$ cat src/rtl/uart_host_link.sv
// Host link between the byte-level UART cores and the CPU: boot-time program
// loader (SYNC, size header, program words, ACK) and run-time stdin/stdout FIFOs.
module uart_host_link #(
   parameter int unsigned ADDR_WIDTH = 15,
   parameter int unsigned WORD_BYTES = 4,
   parameter int unsigned SIZE_BYTES = 4,
   parameter int unsigned ADDR_STEP  = 4,
   parameter logic [7:0]  SYNC_BYTE  = 8'h99,
   parameter logic [7:0]  ACK_BYTE   = 8'hAA,
   parameter int unsigned FIFO_DEPTH = 16
) (
   input  logic                    clk,
   input  logic                    reset_n,
   input  logic                    boot_start,
   output logic                    boot_busy,
   output logic                    boot_done,
   input  logic [7:0]              rx_data,
   input  logic                    rx_valid,
   output logic [7:0]              tx_data,
   output logic                    tx_start,
   input  logic                    tx_busy,
   output logic                    prog_we,
   output logic [ADDR_WIDTH-1:0]   prog_addr,
   output logic [8*WORD_BYTES-1:0] prog_wdata,
   output logic [7:0]              stdin_data,
   output logic                    stdin_valid,
   input  logic                    stdin_ready,
   output logic                    stdin_overflow,
   input  logic [7:0]              stdout_data,
   input  logic                    stdout_valid,
   output logic                    stdout_ready
);

   localparam int unsigned WORD_W = 8 * WORD_BYTES;
   localparam int unsigned SIZE_W = 8 * SIZE_BYTES;
   localparam int unsigned WIDX_W = (WORD_BYTES > 1) ? $clog2(WORD_BYTES) : 1;
   localparam int unsigned SIDX_W = (SIZE_BYTES > 1) ? $clog2(SIZE_BYTES) : 1;
   localparam int unsigned PW     = $clog2(FIFO_DEPTH);
   localparam int unsigned PTR_W  = PW + 1;

   typedef enum logic [2:0] {
      S_IDLE, S_SEND_SYNC, S_RX_SIZE, S_RX_PROG, S_SEND_ACK, S_RUN
   } state_t;

   state_t                r_state, w_state_nxt;
   logic [SIDX_W-1:0]     r_size_idx;
   logic [SIZE_W-1:0]     r_size, r_remaining;
   logic [WIDX_W-1:0]     r_word_idx;
   logic [WORD_W-1:0]     r_word;
   logic [ADDR_WIDTH-1:0] r_next_addr, r_prog_addr;
   logic [WORD_W-1:0]     r_prog_wdata;
   logic                  r_prog_we, r_tx_start, r_overflow;
   logic [7:0]            r_tx_data;
   logic [7:0]            r_rxf_mem [FIFO_DEPTH];
   logic [7:0]            r_txf_mem [FIFO_DEPTH];
   logic [PTR_W-1:0]      r_rxf_wr, r_rxf_rd, r_txf_wr, r_txf_rd;

   logic              w_tx_idle, w_size_last, w_prog_byte, w_prog_last, w_word_last;
   logic [SIZE_W-1:0] w_size_cur;
   logic [WORD_W-1:0] w_word_cur;
   logic              w_rxf_empty, w_rxf_full, w_rxf_req, w_rxf_pop, w_rxf_push;
   logic              w_txf_empty, w_txf_full, w_txf_push, w_txf_fire, w_txf_pop;
   logic [7:0]        w_txf_head;

   assign w_tx_idle   = !tx_busy && !r_tx_start;
   assign w_size_cur  = r_size | (SIZE_W'(rx_data) << {r_size_idx, 3'b000});
   assign w_size_last = (r_state == S_RX_SIZE) && rx_valid &&
                        (r_size_idx == SIDX_W'(SIZE_BYTES - 1));
   assign w_prog_byte = (r_state == S_RX_PROG) && rx_valid;
   assign w_prog_last = (r_remaining == SIZE_W'(1));
   assign w_word_last = (r_word_idx == WIDX_W'(WORD_BYTES - 1));
   assign w_word_cur  = r_word | (WORD_W'(rx_data) << {r_word_idx, 3'b000});

   // Boot sequencer state register
   always_ff @(posedge clk or negedge reset_n) begin
      if (!reset_n) r_state <= S_IDLE;
      else          r_state <= w_state_nxt;
   end

   always_comb begin
      w_state_nxt = r_state;
      case (r_state)
         S_IDLE:      if (boot_start) w_state_nxt = S_SEND_SYNC;
         S_SEND_SYNC: if (w_tx_idle)  w_state_nxt = S_RX_SIZE;
         S_RX_SIZE:   if (w_size_last)
                         w_state_nxt = (w_size_cur == '0) ? S_SEND_ACK : S_RX_PROG;
         S_RX_PROG:   if (w_prog_byte && w_prog_last) w_state_nxt = S_SEND_ACK;
         S_SEND_ACK:  if (w_tx_idle)  w_state_nxt = S_RUN;
         S_RUN:       w_state_nxt = S_RUN;
         default:     w_state_nxt = S_IDLE;
      endcase
   end

   // Size header capture and program word packing
   always_ff @(posedge clk or negedge reset_n) begin
      if (!reset_n) begin
         r_size_idx <= '0; r_size <= '0; r_remaining <= '0;
         r_word_idx <= '0; r_word <= '0; r_next_addr <= '0;
         r_prog_we <= 1'b0; r_prog_addr <= '0; r_prog_wdata <= '0;
      end else begin
         r_prog_we <= 1'b0;
         if (r_state == S_IDLE && boot_start) begin
            r_size_idx <= '0; r_size <= '0;
            r_word_idx <= '0; r_word <= '0; r_next_addr <= '0;
         end
         if (r_state == S_RX_SIZE && rx_valid) begin
            r_size_idx  <= r_size_idx + SIDX_W'(1);
            r_size      <= w_size_cur;
            r_remaining <= w_size_cur;
         end
         if (w_prog_byte) begin
            r_remaining <= r_remaining - SIZE_W'(1);
            if (w_word_last || w_prog_last) begin
               r_prog_we    <= 1'b1;
               r_prog_wdata <= w_word_cur;
               r_prog_addr  <= r_next_addr;
               r_next_addr  <= r_next_addr + ADDR_WIDTH'(ADDR_STEP);
               r_word       <= '0;
               r_word_idx   <= '0;
            end else begin
               r_word     <= w_word_cur;
               r_word_idx <= r_word_idx + WIDX_W'(1);
            end
         end
      end
   end

   // RX FIFO: a push into a full FIFO survives only if the head pops that cycle
   assign w_rxf_empty = (r_rxf_wr == r_rxf_rd);
   assign w_rxf_full  = (r_rxf_wr[PW] != r_rxf_rd[PW]) &&
                        (r_rxf_wr[PW-1:0] == r_rxf_rd[PW-1:0]);
   assign w_rxf_req   = (r_state == S_RUN) && rx_valid;
   assign w_rxf_pop   = !w_rxf_empty && stdin_ready;
   assign w_rxf_push  = w_rxf_req && (!w_rxf_full || w_rxf_pop);

   always_ff @(posedge clk or negedge reset_n) begin
      if (!reset_n) begin
         r_rxf_wr <= '0; r_rxf_rd <= '0; r_overflow <= 1'b0;
         for (int i = 0; i < int'(FIFO_DEPTH); i++) r_rxf_mem[i] <= '0;
      end else begin
         if (w_rxf_push) begin
            r_rxf_mem[r_rxf_wr[PW-1:0]] <= rx_data;
            r_rxf_wr <= r_rxf_wr + PTR_W'(1);
         end
         if (w_rxf_pop) r_rxf_rd <= r_rxf_rd + PTR_W'(1);
         if (w_rxf_req && w_rxf_full && !w_rxf_pop) r_overflow <= 1'b1;
      end
   end

   // TX FIFO; an empty FIFO with an idle UART forwards the offered byte directly
   assign w_txf_empty = (r_txf_wr == r_txf_rd);
   assign w_txf_full  = (r_txf_wr[PW] != r_txf_rd[PW]) &&
                        (r_txf_wr[PW-1:0] == r_txf_rd[PW-1:0]);
   assign w_txf_push  = stdout_valid && stdout_ready;
   assign w_txf_fire  = (r_state == S_RUN) && w_tx_idle && (!w_txf_empty || w_txf_push);
   assign w_txf_pop   = w_txf_fire && !w_txf_empty;
   assign w_txf_head  = w_txf_empty ? stdout_data : r_txf_mem[r_txf_rd[PW-1:0]];

   always_ff @(posedge clk or negedge reset_n) begin
      if (!reset_n) begin
         r_txf_wr <= '0; r_txf_rd <= '0;
         for (int i = 0; i < int'(FIFO_DEPTH); i++) r_txf_mem[i] <= '0;
      end else begin
         if (w_txf_push && !(w_txf_fire && w_txf_empty)) begin
            r_txf_mem[r_txf_wr[PW-1:0]] <= stdout_data;
            r_txf_wr <= r_txf_wr + PTR_W'(1);
         end
         if (w_txf_pop) r_txf_rd <= r_txf_rd + PTR_W'(1);
      end
   end

   // UART transmit request mux: SYNC, ACK, then stdout stream
   always_ff @(posedge clk or negedge reset_n) begin
      if (!reset_n) begin
         r_tx_start <= 1'b0; r_tx_data <= '0;
      end else begin
         r_tx_start <= 1'b0;
         if (r_state == S_SEND_SYNC && w_tx_idle) begin
            r_tx_start <= 1'b1; r_tx_data <= SYNC_BYTE;
         end else if (r_state == S_SEND_ACK && w_tx_idle) begin
            r_tx_start <= 1'b1; r_tx_data <= ACK_BYTE;
         end else if (w_txf_fire) begin
            r_tx_start <= 1'b1; r_tx_data <= w_txf_head;
         end
      end
   end

   assign boot_busy      = (r_state == S_SEND_SYNC) || (r_state == S_RX_SIZE) ||
                           (r_state == S_RX_PROG)   || (r_state == S_SEND_ACK);
   assign boot_done      = (r_state == S_RUN);
   assign tx_start       = r_tx_start;
   assign tx_data        = r_tx_data;
   assign prog_we        = r_prog_we;
   assign prog_addr      = r_prog_addr;
   assign prog_wdata     = r_prog_wdata;
   assign stdin_data     = r_rxf_mem[r_rxf_rd[PW-1:0]];
   assign stdin_valid    = !w_rxf_empty;
   assign stdin_overflow = r_overflow;
   assign stdout_ready   = (r_state == S_RUN) && !w_txf_full;

endmodule

$ cat config.mk
export PLATFORM = sky130hd
export DESIGN_NAME = uart_host_link
export DESIGN_NICKNAME = d
export VERILOG_FILES = /design/src/rtl/uart_host_link.sv
export SDC_FILE = /design/constraint.sdc
export NUM_CORES = 1
export LEC_CHECK = 0
export ABC_AREA = 1
export CAP_MARGIN = 20
export CORE_UTILIZATION = 25
export DETAILED_ROUTE_END_ITERATION = 8
export PLACE_DENSITY = 0.5
export RECOVER_POWER = 100
export SKIP_LAST_GASP = 1
export SLEW_MARGIN = 20
export SYNTH_ARGS = -nofsm -noshare
export SYNTH_HDL_FRONTEND = slang
export SYNTH_SLANG_ARGS = --single-unit
$ cat constraint.sdc
create_clock -name clk -period 2.1 [get_ports clk]
set_clock_uncertainty 0.05 [all_clocks]
set_input_delay 0.42 -clock clk [delete_from_list [all_inputs] [get_ports clk]]
set_output_delay 0.42 -clock clk [all_outputs]
set_load 0.02 [all_outputs]
==> results, run 1 <==
- The first global-routing pass estimated 109.8 mm of wire.
- The number of enable-type register cells in the synthesized netlist is 0.
- In this run the clock root is driven by a sky130_fd_sc_hd__clkbuf_16.
- 93 I/O pins were placed.
- Cells fill 32.67% of the core in the end.
- In the routed design, unresolved DRC markers number 0.
- Setup violations remaining at the end of the flow were counted as 151.
- Of all flip-flops after synthesis, the portion carrying an async set or reset was 100.0%.
- The number of cells in the design after placement is between 4,000 and 5,000.
- Among all stages on the critical path, the largest delay is contributed by sky130_fd_sc_hd__dfrtp_2.
- Across the VDD grid, the largest voltage drop is 1.141 mV.
- After layout, the worst setup slack is -0.5151 ns.
- The post-synth design cell area is ~0.022 sq mm.
- The post-detailed-route count of antenna-violating nets is 0.
- The cell area after layout is approximately 0.028 sq mm.
- The biggest fanout along the worst timing path is 6.
- For the worst-skew pair, the clock arrives at the later sink with an insertion delay of 0.62 ns.
- The flow ran to the end, but the final reports show violations.
- Data on the critical path is required at its endpoint by 1.63 ns.
- Of the available clock period, the critical path in the final layout requires 124.5%.
- The number of distinct library cells after synthesis is 44.
- The sum of negative setup slack is -14.82 ns.
- The area of the die is about 0.090 sq mm.
- The buffer depth of the longest clock path is 3.
- The kind of critical path is flop to primary output.
- The power per standard cell area is 1266 mW/mm^2.
- The critical path capture point type is a primary output.
- The H-tree generated during clock tree synthesis spans 2 levels.
- The clock transition at the registers of the reported paths is around 0.06 ns.
- The tool flagged a number of max-cap violations equal to 0.
- The leading register cell type out of synthesis is sky130_fd_sc_hd__dfrtp_1.
- The final net count is 3,110.
- The placed standard-cell area is 0.02609 sq mm.
- For this run, the top clock speed supported by timing is about 0.38 GHz.
- The total detailed-routing wirelength is between 60 and 70 mm.
- The total count of hold-check failures in the final report is 0.
- The congestion estimate from routability-driven global placement came to ~0.85.
- The static leakage is 13.93 nW.
- The initial antenna violation count was 2.
- The via count is 19,570.
- The remaining max-slew budget at the tightest pin is 43.42%.
- The number of global-route vias before repair came to 18,890.
- The CTS tree is done.
- The total number of yosys warnings is 0.
- The initial core utilization is 25.39%.
- The post-detailed-placement half-perimeter wirelength is 47.91 mm.
- For the pin with the worst max-slew slack, the measured transition is ~0.85 ns.
- The global router's overall resource usage is roughly 15%.
- The number of buffers added on ports is 92.
- The final standard cell count with taps included and fillers excluded is 4,271.
- The global-route congestion overflow total is 0.
- The worst hold path belongs to the class primary input to asynchronous set/reset pin.
- The die is 299.5 microns wide.
- In this run the register-to-register setup slack is -0.31 ns.
- After synthesis the netlist holds a flip-flop and latch count of approximately 450.
- For this design, the sink count on the clock tree is 452.
- The routed design could run at a clock period as short as 2.615 ns.
- The maximum number of pins on one net before global-route repair is 102.
- The number of clock buffers inserted by TritonCTS is 53.
- The detailed-routing iteration count for the pre-antenna-repair pass is 6.
- STA classifies the critical path startpoint as a flop.
- The final reports fail on setup timing.
- For this block, the initial DRC count from the detailed router was between 1,500 and 2,000.
- Walking the worst path, the cells encountered are buf_8 > buf_12 > mux2i_1 > o221ai_1 > o211ai_1 > nand3_1 > buf_6.
- On the worst path, the slowest cell contributes a delay of 0.44 ns.
- Synthesis produced a netlist with a net count of 2,827.
- The detailed-route vias per instance is ~4.6.
- The average wire per standard cell is 16.38 microns.
- The post-route netlist has 16.02% of its cells at a drive strength greater than 1.
- Setup repair after global routing could not meet its margin everywhere.
- The chip height is 299.5 microns.
- The floorplan core area is 0.08716 sq mm.
- The worst endpoint data arrival time is 2.15 ns.
- The number of slew-limit violations in the final report came to 0.
- Sequential cells were found to cover about 51% of the synthesized design area.
- After synthesis, the mean cell area works out to 7.935 sq um.
- The area growth from synthesis to layout is 28.65%.
- The row count is 108.
- In the synthesized netlist, the number of instances is between 2,000 and 3,000.
[path summary, 6_finish.rpt]
| check | from | endpoint | cells after the start |
|---|---|---|---|
| hold reg to reg | prog_addr[1] | prog_addr[1] | 2 |
| max in group asynchronous | reset_n | r_rxf_mem[124] | 3 |
| min in group clk | prog_addr[1] | prog_addr[1] | 2 |
| hold / removal | reset_n | r_word[24] | 2 |
| setup / recovery | r_rxf_rd[0] | stdin_data[1] | 7 |
| setup reg to reg | r_rxf_rd[0] | r_rxf_rd[1] | 12 |
[layout make-up]
| type | count | area (sq um) |
|---|---|---|
| Multi-Input combinational cell | 2007 | 9761 |
| Clock inverter | 23 | 339.1 |
| Inverter | 183 | 705.7 |
| Clock buffer | 75 | 1519 |
| Tap cell | 1155 | 1445 |
| Antenna cell | 1 | 2.502 |
| Fill cell | 9302 | 58690 |
| Timing Repair Buffer | 375 | 3383 |
| Sequential cell | 452 | 11320 |
[per-layer routing]
layer / share of wire (%) / up-vias / wire length [microns] / global-route usage (%)
li1: - / 9677 / - / -
met1: 50 / 9409 / 35040 / 23.27
met2: 44 / 395 / 30670 / 22.93
met3: 4.4 / 86 / 3107 / 1.964
met4: 1.6 / 0 / 1149 / 3.219
met5: 0 / - / 0 / 0
[flip-flops by register name, summed over array words and instances, names as in the netlist, 8 cells and up]
register,flops
r_remaining,32
r_next_addr,15
tx_data,8
r_txf_mem,128
r_rxf_mem,128
r_size,32
prog_addr,15
prog_wdata,32
r_word,32
[layout by cell type, fill, tap and decap left out, types with 12 or more instances in the layout]
cell,Yosys,routed
sky130_fd_sc_hd__clkbuf_2,0,13
sky130_fd_sc_hd__o32ai_1,19,13
sky130_fd_sc_hd__a21oi_1,38,37
sky130_fd_sc_hd__nor2_2,2,16
sky130_fd_sc_hd__nand2_2,1,16
sky130_fd_sc_hd__nand3_1,257,242
sky130_fd_sc_hd__clkdlybuf4s50_1,0,41
sky130_fd_sc_hd__buf_12,0,25
sky130_fd_sc_hd__ha_1,15,15
sky130_fd_sc_hd__dlygate4sd2_1,0,24
sky130_fd_sc_hd__nand2_1,852,831
sky130_fd_sc_hd__o211ai_1,21,21
sky130_fd_sc_hd__o21bai_1,13,13
sky130_fd_sc_hd__dfrtp_1,452,448
sky130_fd_sc_hd__inv_1,170,165
sky130_fd_sc_hd__buf_4,1,209
sky130_fd_sc_hd__o21ai_0,235,217
sky130_fd_sc_hd__clkbuf_1,88,31
sky130_fd_sc_hd__clkbuf_8,0,13
sky130_fd_sc_hd__clkbuf_16,0,59
sky130_fd_sc_hd__nand2_4,14,18
sky130_fd_sc_hd__xor2_1,35,34
sky130_fd_sc_hd__nor2_1,284,270
sky130_fd_sc_hd__buf_6,16,22
sky130_fd_sc_hd__nor3_1,12,12
sky130_fd_sc_hd__o21ai_1,119,133
sky130_fd_sc_hd__nand3_2,1,15
[cells in the mapped netlist (2+ instances only)]
library cell               instances  area [sq um]
sky130_fd_sc_hd__o22ai_1           8         50.05
sky130_fd_sc_hd__a21boi_0          2         15.01
sky130_fd_sc_hd__buf_2            35         175.2
sky130_fd_sc_hd__xor2_1           35         306.5
sky130_fd_sc_hd__nand2_1         852          3198
sky130_fd_sc_hd__nand3b_1          5         37.54
sky130_fd_sc_hd__nand3_1         257          1286
sky130_fd_sc_hd__nand2_4          14         157.7
sky130_fd_sc_hd__mux2i_1          13         130.1
sky130_fd_sc_hd__buf_6            16         180.2
sky130_fd_sc_hd__inv_1           170         638.1
sky130_fd_sc_hd__dfrtp_1         452         11310
sky130_fd_sc_hd__nand4_1           8         50.05
sky130_fd_sc_hd__o221ai_1         15         131.4
sky130_fd_sc_hd__or2_2             3         18.77
sky130_fd_sc_hd__o211ai_1         21         157.7
sky130_fd_sc_hd__nor2_4            5         56.30
sky130_fd_sc_hd__inv_2             6         22.52
sky130_fd_sc_hd__ha_1             15         187.7
sky130_fd_sc_hd__o21ai_1         119         595.6
sky130_fd_sc_hd__xnor2_1           6         52.55
sky130_fd_sc_hd__a21oi_1          38         190.2
sky130_fd_sc_hd__o21ai_0         235          1176
sky130_fd_sc_hd__buf_1             7         26.28
sky130_fd_sc_hd__clkinv_1          7         26.28
sky130_fd_sc_hd__nor2_2            2         12.51
sky130_fd_sc_hd__a31o_2            6         52.55
sky130_fd_sc_hd__clkbuf_1         88         330.3
sky130_fd_sc_hd__nor3_1           12         60.06
sky130_fd_sc_hd__o21bai_1         13         97.59
sky130_fd_sc_hd__a31oi_1           9         56.30
sky130_fd_sc_hd__nor2_1          284          1066
sky130_fd_sc_hd__o32ai_1          19         166.4
sky130_fd_sc_hd__o311ai_0          2         17.52
[through the flow]
stage	setup WS, ns	hold slack [ns]	total power [mW]
3_5_place_dp	-0.3512	0.2863	25.54
2_1_floorplan	0.04554	0.07441	19.23
5_1_grt	-0.5988	0.4369	38.46
4_1_cts	-0.5391	0.2073	35.91
6_report	-0.5151	0.3907	36.04
3_3_place_gp	-0.3281	0.2845	25.48
[critical path, delay by kind of cell (launching register included)]
family	cells	cell delay (ns)
buffers and inverters	3	0.48
AOI/OAI and AO/OA	2	0.26
muxes	1	0.20
and+or+nand+nor	1	0.16
DFF	1	0.44
[cells by family after synthesis]
logic type | after synthesis | synth area share, %
xor gates and xnor gates | 41 | 1.623
DFF | 452 | 51.11
muxes | 14 | 0.6389
and+or+nand+nor | 1446 | 27.00
buffers and inverters | 331 | 6.423
AOI/OAI and AO/OA | 490 | 12.35
adders and majority gates | 15 | 0.8481
[timing repair]
action	in CTS	in global routing
setup endpoints to repair	148	362
hold buffers	1	0
buffers inserted	10	9
gates resized for setup	120	137
hold endpoints to repair	172	0
cloned	1	7
pin swaps	15	21
[report_power, final]
part	leakage, nW	internal, mW	switching, mW
logic	6.89	5.93	8.90
clock network	0.913	5.91	3.95
registers	6.13	10.3	1.07
total	13.9	22.1	13.9
No activity file was read; power rests on OpenSTA's default activity.
==> run 2: changes to the inputs <==
clock period = 2.63 ns   (was 2.1 ns; I/O delays follow)
==> results, run 2 (synthesis results as in run 1) <==
- The maximum number of pins on one net before global-route repair is 90 (-12%).
- The measured slew at the worst slew-check pin is 1.714 ns (+0.8657 ns).
- The remaining max-slew budget at the tightest pin was -14.29% (-58 points).
- The iteration-0 DRC count of the detailed router was 1,500 (-7.4%).
- The width of the chip is 299.5 microns (unchanged).
- The final weighted congestion of routability-driven global placement is 0.8421 (-1.1%).
- Among all stages on the critical path, the largest delay is contributed by sky130_fd_sc_hd__dfrtp_2.
- The tree is rooted in a sky130_fd_sc_hd__clkbuf_16.
- The worst endpoint data arrival time is 2.21 ns (+0.06 ns).
- The initial antenna violation count is 2 (unchanged).
- TritonCTS built the clock tree.
- The number of clock sinks came to 452 (unchanged).
- The clock period minus final worst setup slack is 2.789 ns.
- The final worst-path setup slack came to -0.1591 ns (+0.3559 ns).
- The placed standard-cell area came to 0.02505 sq mm (-4.0%).
- The final reports fail on capacitance limit, slew limit, setup timing.
- The biggest fanout along the worst timing path is 5 (-1).
- The stage delay of the slowest cell on the critical path was 0.47 ns (+0.03 ns).
- The post-detailed-route count of antenna-violating nets is 0 (unchanged).
- The end-of-flow core utilization was 31.55% (-1.1 points).
- The number of top-level design ports was 93 (unchanged).
- The area of the die is 0.08971 sq mm (unchanged).
- The floorplan core area is 0.08716 sq mm (unchanged).
- The clock latency at the later pin of the worst-skew pair is 0.62 ns (about the same).
- The type of the most critical hold path is flop to flop.
- The fraction of layout instances using a drive strength above 1 is 11.86% (-4.2 points).
- The final net count is 2,982 (-4.1%).
- The chip height was 299.5 microns (unchanged).
- The detailed-routing iteration count for the pre-antenna-repair pass was 6 (unchanged).
- From synthesis to final layout, the design area changed by 24.27%.
- The type of origin of the critical path is a flop.
- The residual DRC count is 0 (unchanged).
- The clock transition at the registers of the reported paths is 0.06 ns (about the same).
- The total count of hold-check failures in the final report is 0 (unchanged).
- The detailed-route vias per instance is 4.627 (+0.99%).
- The total detailed-routing wirelength is 69.85 mm (-0.17%).
- The number of slew-limit violations in the final report is 59 (+59).
- The buffer depth of the longest clock path is 3 (unchanged).
- The count of filler cells inserted in the layout is 9,242 (-0.65%).
- The power per standard cell area was 1031 mW/mm^2 (-19%).
- The number of clock buffers inserted by TritonCTS is 52 (-1.9%).
- The number of levels the H-tree was split into came to 2 (unchanged).
- The via count was 19,160 (-2.1%).
- The max capacitance violation total came to 1 (+1).
- The number of buffers added on ports is 92 (unchanged).
- The initial core utilization is 25.39% (unchanged).
- Traced cell by cell, the critical path runs through buf_12 > buf_12 > buf_4 > mux2i_2 > o221ai_2 > nand3_1 > nand3_2 > buf_6.
- The number of endpoints failing setup at the final stage is 9 (-94%).
- The worst setup path is of the flop to primary output kind.
- Setup repair after global routing could not meet its margin everywhere.
- The multi-input logic area was 0.009744 sq mm (-0.17%).
- In the layout the commonest cells are 849 x sky130_fd_sc_hd__nand2_1, 447 x sky130_fd_sc_hd__dfrtp_1, 278 x sky130_fd_sc_hd__nor2_1.
- The maximum frequency from static timing analysis is 0.3585 GHz.
- The global router's overall resource usage is 15.50% (+0.19 points).
- The critical path capture point type is a primary output.
- The post-place setup slack is -0.2914 ns (+0.05978 ns).
- The static leakage is 13.25 nW (-4.9%).
- The portion of the clock cycle consumed by the worst path in the final layout is 106.1%.
- The flip-flop and latch area is 0.01132 sq mm (about the same).
- The required time reported for the critical path endpoint is 2.05 ns (+0.42 ns).
- The post-detailed-placement half-perimeter wirelength is 46.63 mm (-2.7%).
- The most prevalent standard cell on the critical path is sky130_fd_sc_hd__buf_12.
- The maximum vdd drop is 0.8835 mV (-23%).
- The average wire per standard cell is 16.87 microns (+3.0%).
- The number of global-route vias before repair is 18,610 (-1.5%).
- The flow ran to the end, but the final reports show violations.
- The first-pass GRT wire length came to 110.6 mm (+0.77%).
- The cell area after layout is 0.02750 sq mm (-3.4%).
- In the final layout, the registers with the most flip-flops are r_rxf_mem x128, r_txf_mem x128.
- The most common library cell in the layout ignoring fill and taps is sky130_fd_sc_hd__nand2_1.
- The global-route congestion overflow total was 0 (unchanged).
- The row count is 108 (unchanged).
run 2: changes by cell type in the layout (fill, tap and decap cells not counted), sizes merged, moves of 2 or more:
cell	change
buf	-117
clkinvlp	-2
dlygate4sd2	-24
clkdlybuf4s50	+38
clkbuf	-24
inv	-3
run 2: worst max-delay path: cells and delay by family (launching register included):
family | cells | cell delay [ns]
flip-flops | 1 | 0.47
AND/OR/NAND/NOR | 2 | 0.22
multiplexers | 1 | 0.21
buffers and inverters | 4 | 0.59
AO/OA/AOI/OAI | 1 | 0.12
run 2: power by group:
part / switching (mW) / internal, mW
Clock: 3.11 / 4.93
Combinational: 7.08 / 4.14
Sequential: 0.887 / 8.21
run 2: final cells by class:
cell class / count / share of cell area [%]
flip-flops and latches: 452 / 41.15
diodes: 1 / 0.009100
clock buffers: 76 / 5.719
multi-input cells: 2007 / 35.43
clock inverters: 19 / 1.228
repair buffers: 248 / 8.676
inverters: 183 / 2.525
well taps: 1155 / 5.255
run 2: path summary, 6_finish.rpt:
kind,start,endpoint,slack (ns),cells past startpoint
max in group asynchronous,reset_n,r_txf_mem[63],0.31,3
worst min register to register,r_next_addr[0],r_next_addr[0],0.41,2
worst min-delay path,r_next_addr[0],r_next_addr[0],0.41,2
min in group asynchronous,reset_n,r_rxf_mem[61],0.87,2
worst max register to register,r_state[0],r_remaining[28],0.04,9
worst max-delay path,r_rxf_rd[0],stdin_data[2],-0.16,8
run 2: per-layer routing:
metal | global-route usage (%) | share of wire, % | vias up
met1 | 23.68 | 49 | 9175
met5 | 0 | 0.019 | -
met2 | 22.86 | 43 | 465
met4 | 3.511 | 1.7 | 2
met3 | 2.138 | 5.7 | 79
li1 | - | - | 9439
run 2: stage by stage:
stage               total power [mW]  hold WS [ns]  TNS, ns  instances
floorplan                      15.36        0.1804        0       2789
global placement               19.32        0.3984   -36.97       4025
detailed placement             19.33        0.4033   -35.62       4025
CTS                            28.24        0.4193   -1.397       4136
global route                   30.27        0.4350   -14.56       4140
finish                         28.35        0.4143  -0.8930       4141
run 2: timing repair:
item | CTS | global route
gates resized for setup | 106 | 61
hold buffers | 1 | 0
pin swaps | 14 | 21
endpoints found under the hold margin | 43 | 0
cloned | 4 | 3
setup buffers | 11 | 4
setup endpoints to repair | 13 | 154
==> run 3: changes to the inputs <==
GPL_TIMING_DRIVEN = 0   (was not set)
==> results, run 3 (synthesis results as in run 1) <==
- The final net count is 2,990 (+0.27%).
- The number of slew-limit violations in the final report was 69 (+17%).
- In the layout the commonest cells are 849 x sky130_fd_sc_hd__nand2_1, 450 x sky130_fd_sc_hd__dfrtp_1, 278 x sky130_fd_sc_hd__nor2_1.
- The post-place setup slack was -0.8690 ns (-0.5775 ns).
- The buffer depth of the longest clock path is 3 (unchanged).
- The fraction of layout instances using a drive strength above 1 is 9.057% (-2.8 points).
- The row count is 108 (unchanged).
- The max capacitance violation total came to 1 (unchanged).
- The stage delay of the slowest cell on the critical path is 0.43 ns (-0.04 ns).
- The power per standard cell area came to 1013 mW/mm^2 (-1.7%).
- The type of origin of the critical path is a flop.
- The iteration-0 DRC count of the detailed router is 1,512 (+0.80%).
- The flip-flop and latch area is 0.01131 sq mm (about the same).
- The biggest fanout along the worst timing path is 8 (+3).
- The residual DRC count came to 0 (unchanged).
- The maximum number of pins on one net before global-route repair was 90 (unchanged).
- Walking the worst path, the cells encountered are buf_8 > clkbuf_16 > o21ai_4 > o32ai_2 > o211ai_1 > nand3_1 > buf_6.
- The number of buffers added on ports is 92 (unchanged).
- The number of global-route vias before repair came to 18,730 (+0.63%).
- The global router's overall resource usage came to 16.34% (+0.84 points).
- The placed standard-cell area is 0.02464 sq mm (-1.7%).
- The clock transition at the registers of the reported paths is 0.06 ns (about the same).
- The clock latency at the later pin of the worst-skew pair is 0.63 ns (about the same).
- The required time reported for the critical path endpoint is 2.05 ns (about the same).
- The maximum vdd drop was 0.7375 mV (-17%).
- The portion of the clock cycle consumed by the worst path in the final layout is 110.4% (+4.3 points).
- The first-pass GRT wire length was 114.6 mm (+3.5%).
- The remaining max-slew budget at the tightest pin is -20.89% (-6.6 points).
- The count of filler cells inserted in the layout is 9,437 (+2.1%).
- The detailed-routing iteration count for the pre-antenna-repair pass is 5 (-1).
- The number of top-level design ports is 93 (unchanged).
- The logic depth of the worst register-to-register path is 10 (+1).
- The static leakage was 13.04 nW (-1.6%).
- The measured slew at the worst slew-check pin is 1.813 ns (+0.09901 ns).
- Setup repair after global routing could not meet its margin everywhere.
- The largest registers in the layout are r_rxf_mem x128, r_txf_mem x128.
- The multi-input logic area was 0.009651 sq mm (-0.96%).
- The total detailed-routing wirelength is 73.45 mm (+5.2%).
- The post-detailed-route count of antenna-violating nets was 0 (unchanged).
- The final antenna diode count is 0 (-1).
- The slowest stage of the critical path is the sky130_fd_sc_hd__dfrtp_2 cell.
- The post-detailed-placement half-perimeter wirelength is 51.10 mm (+9.6%).
- The area of the die came to 0.08971 sq mm (unchanged).
- The final worst-path setup slack is -0.2728 ns (-0.1136 ns).
- The run finished, with violations left.
- The number of cells on the worst hold path is 2 (unchanged).
- The initial antenna violation count is 1 (-1).
- The floorplan core area is 0.08716 sq mm (unchanged).
- The checks that failed: capacitance limit, slew limit, setup timing.
- The number of endpoints failing setup at the final stage came to 196 (+187).
- The initial core utilization is 25.39% (unchanged).
- The total count of hold-check failures in the final report is 0 (unchanged).
- The sum of negative setup slack is -8.536 ns (-7.643 ns).
- The clock period minus final worst setup slack came to 2.903 ns (+0.1136 ns).
- The detailed-route vias per instance came to 4.681 (+1.2%).
- The type of the most critical hold path is flop to flop.
- The worst reg-to-reg setup slack is -0.11 ns (-0.15 ns).
- The chip height is 299.5 microns (unchanged).
- The maximum frequency from static timing analysis is 0.3445 GHz (-3.9%).
- The final weighted congestion of routability-driven global placement came to 0.8496 (+0.89%).
- The width of the chip is 299.5 microns (unchanged).
- The number of clock buffers inserted by TritonCTS is 51 (-1.9%).
- The cell area after layout is 0.02683 sq mm (-2.4%).
- The number of clock sinks is 452 (unchanged).
- The post-route total power is 27.19 mW (-4.1%).
- The via count is 19,410 (+1.3%).
- Leaving out fill and tap cells, the most frequent cell in the layout is sky130_fd_sc_hd__nand2_1.
- The global-route congestion overflow total is 0 (unchanged).
- The critical path capture point type is a primary output.
- Relative to the synthesized area, the layout overhead comes to 21.26%.
- The number of levels the H-tree was split into is 2 (unchanged).
- The root buffer cell chosen for the clock tree is sky130_fd_sc_hd__clkbuf_16.
- The average wire per standard cell was 17.71 microns (+5.0%).
- The worst endpoint data arrival time is 2.33 ns (+0.12 ns).
- The worst setup path is of the flop to primary output kind.
- The CTS tree is done.
run 3: cell count changes in the layout (fill, tap and decap cells not counted), sizes merged, moves of 5 or more:
cell	change
clkdlybuf4s50	-57
clkbuf	+81
buf	-70
bufinv	-5
dlygate4sd3	+57
run 3: final timing paths:
| path | startpoint | to |
|---|---|---|
| max in group asynchronous | reset_n | r_rxf_rd[0] |
| hold reg to reg | r_next_addr[0] | r_next_addr[0] |
| hold / removal | r_next_addr[0] | r_next_addr[0] |
| setup / recovery | r_rxf_rd[0] | stdin_data[3] |
| min in group asynchronous | reset_n | r_rxf_mem[0] |
| setup reg to reg | r_state[1] | r_rxf_mem[25] |
run 3: layer usage:
layer  GRT usage [%]  part of all wire, %  up-vias
li1                -                    -     9450
met1           24.38                   49     9376
met2           23.70                   42      482
met3           3.385                  6.7      101
met4           4.264                  2.1        2
met5               0                0.018        -
run 3: metrics by stage:
step                      hold WS (ns)  utilization [%]  cells
after global routing            0.4277            30.79   4147
after floorplan                 0.1804                -   2789
after detailed placement        0.4035            28.27   4041
final                           0.4139            30.79   4147
after CTS                       0.4189            30.81   4146
after global placement          0.3993            28.11   4036
run 3: where the power goes:
group | leakage [nW] | total (mW) | switching [mW] | internal [mW]
registers | 6.13 | 9.03 | 0.829 | 8.20
clock network | 0.859 | 7.45 | 3.10 | 4.35
logic | 6.05 | 10.7 | 7.22 | 3.49
run 3: layout make-up:
cell class              instances  share of cell area (%)
multi-input cells            2006                   35.96
flip-flops and latches        452                   42.16
well taps                    1155                   5.385
repair buffers                112                   4.173
plain buffers                 146                   3.213
clock inverters                16                  0.7367
inverters                     183                   2.616
clock buffers                  77                   5.754
run 3: worst max-delay path: cells and delay by family, from the launching register on:
| family | cells | cell delay [ns] |
|---|---|---|
| compound gates | 3 | 0.58 |
| flops | 1 | 0.43 |
| simple gates | 1 | 0.19 |
| buf+inv | 3 | 0.50 |
run 3: repair_timing:
| item | CTS | global route |
|---|---|---|
| setup endpoints to repair | 12 | 138 |
| setup buffers | 11 | 2 |
| resized for setup | 158 | 38 |
| pin swaps | 22 | 11 |
| hold endpoints to repair | 68 | 0 |
| hold buffers | 2 | 0 |
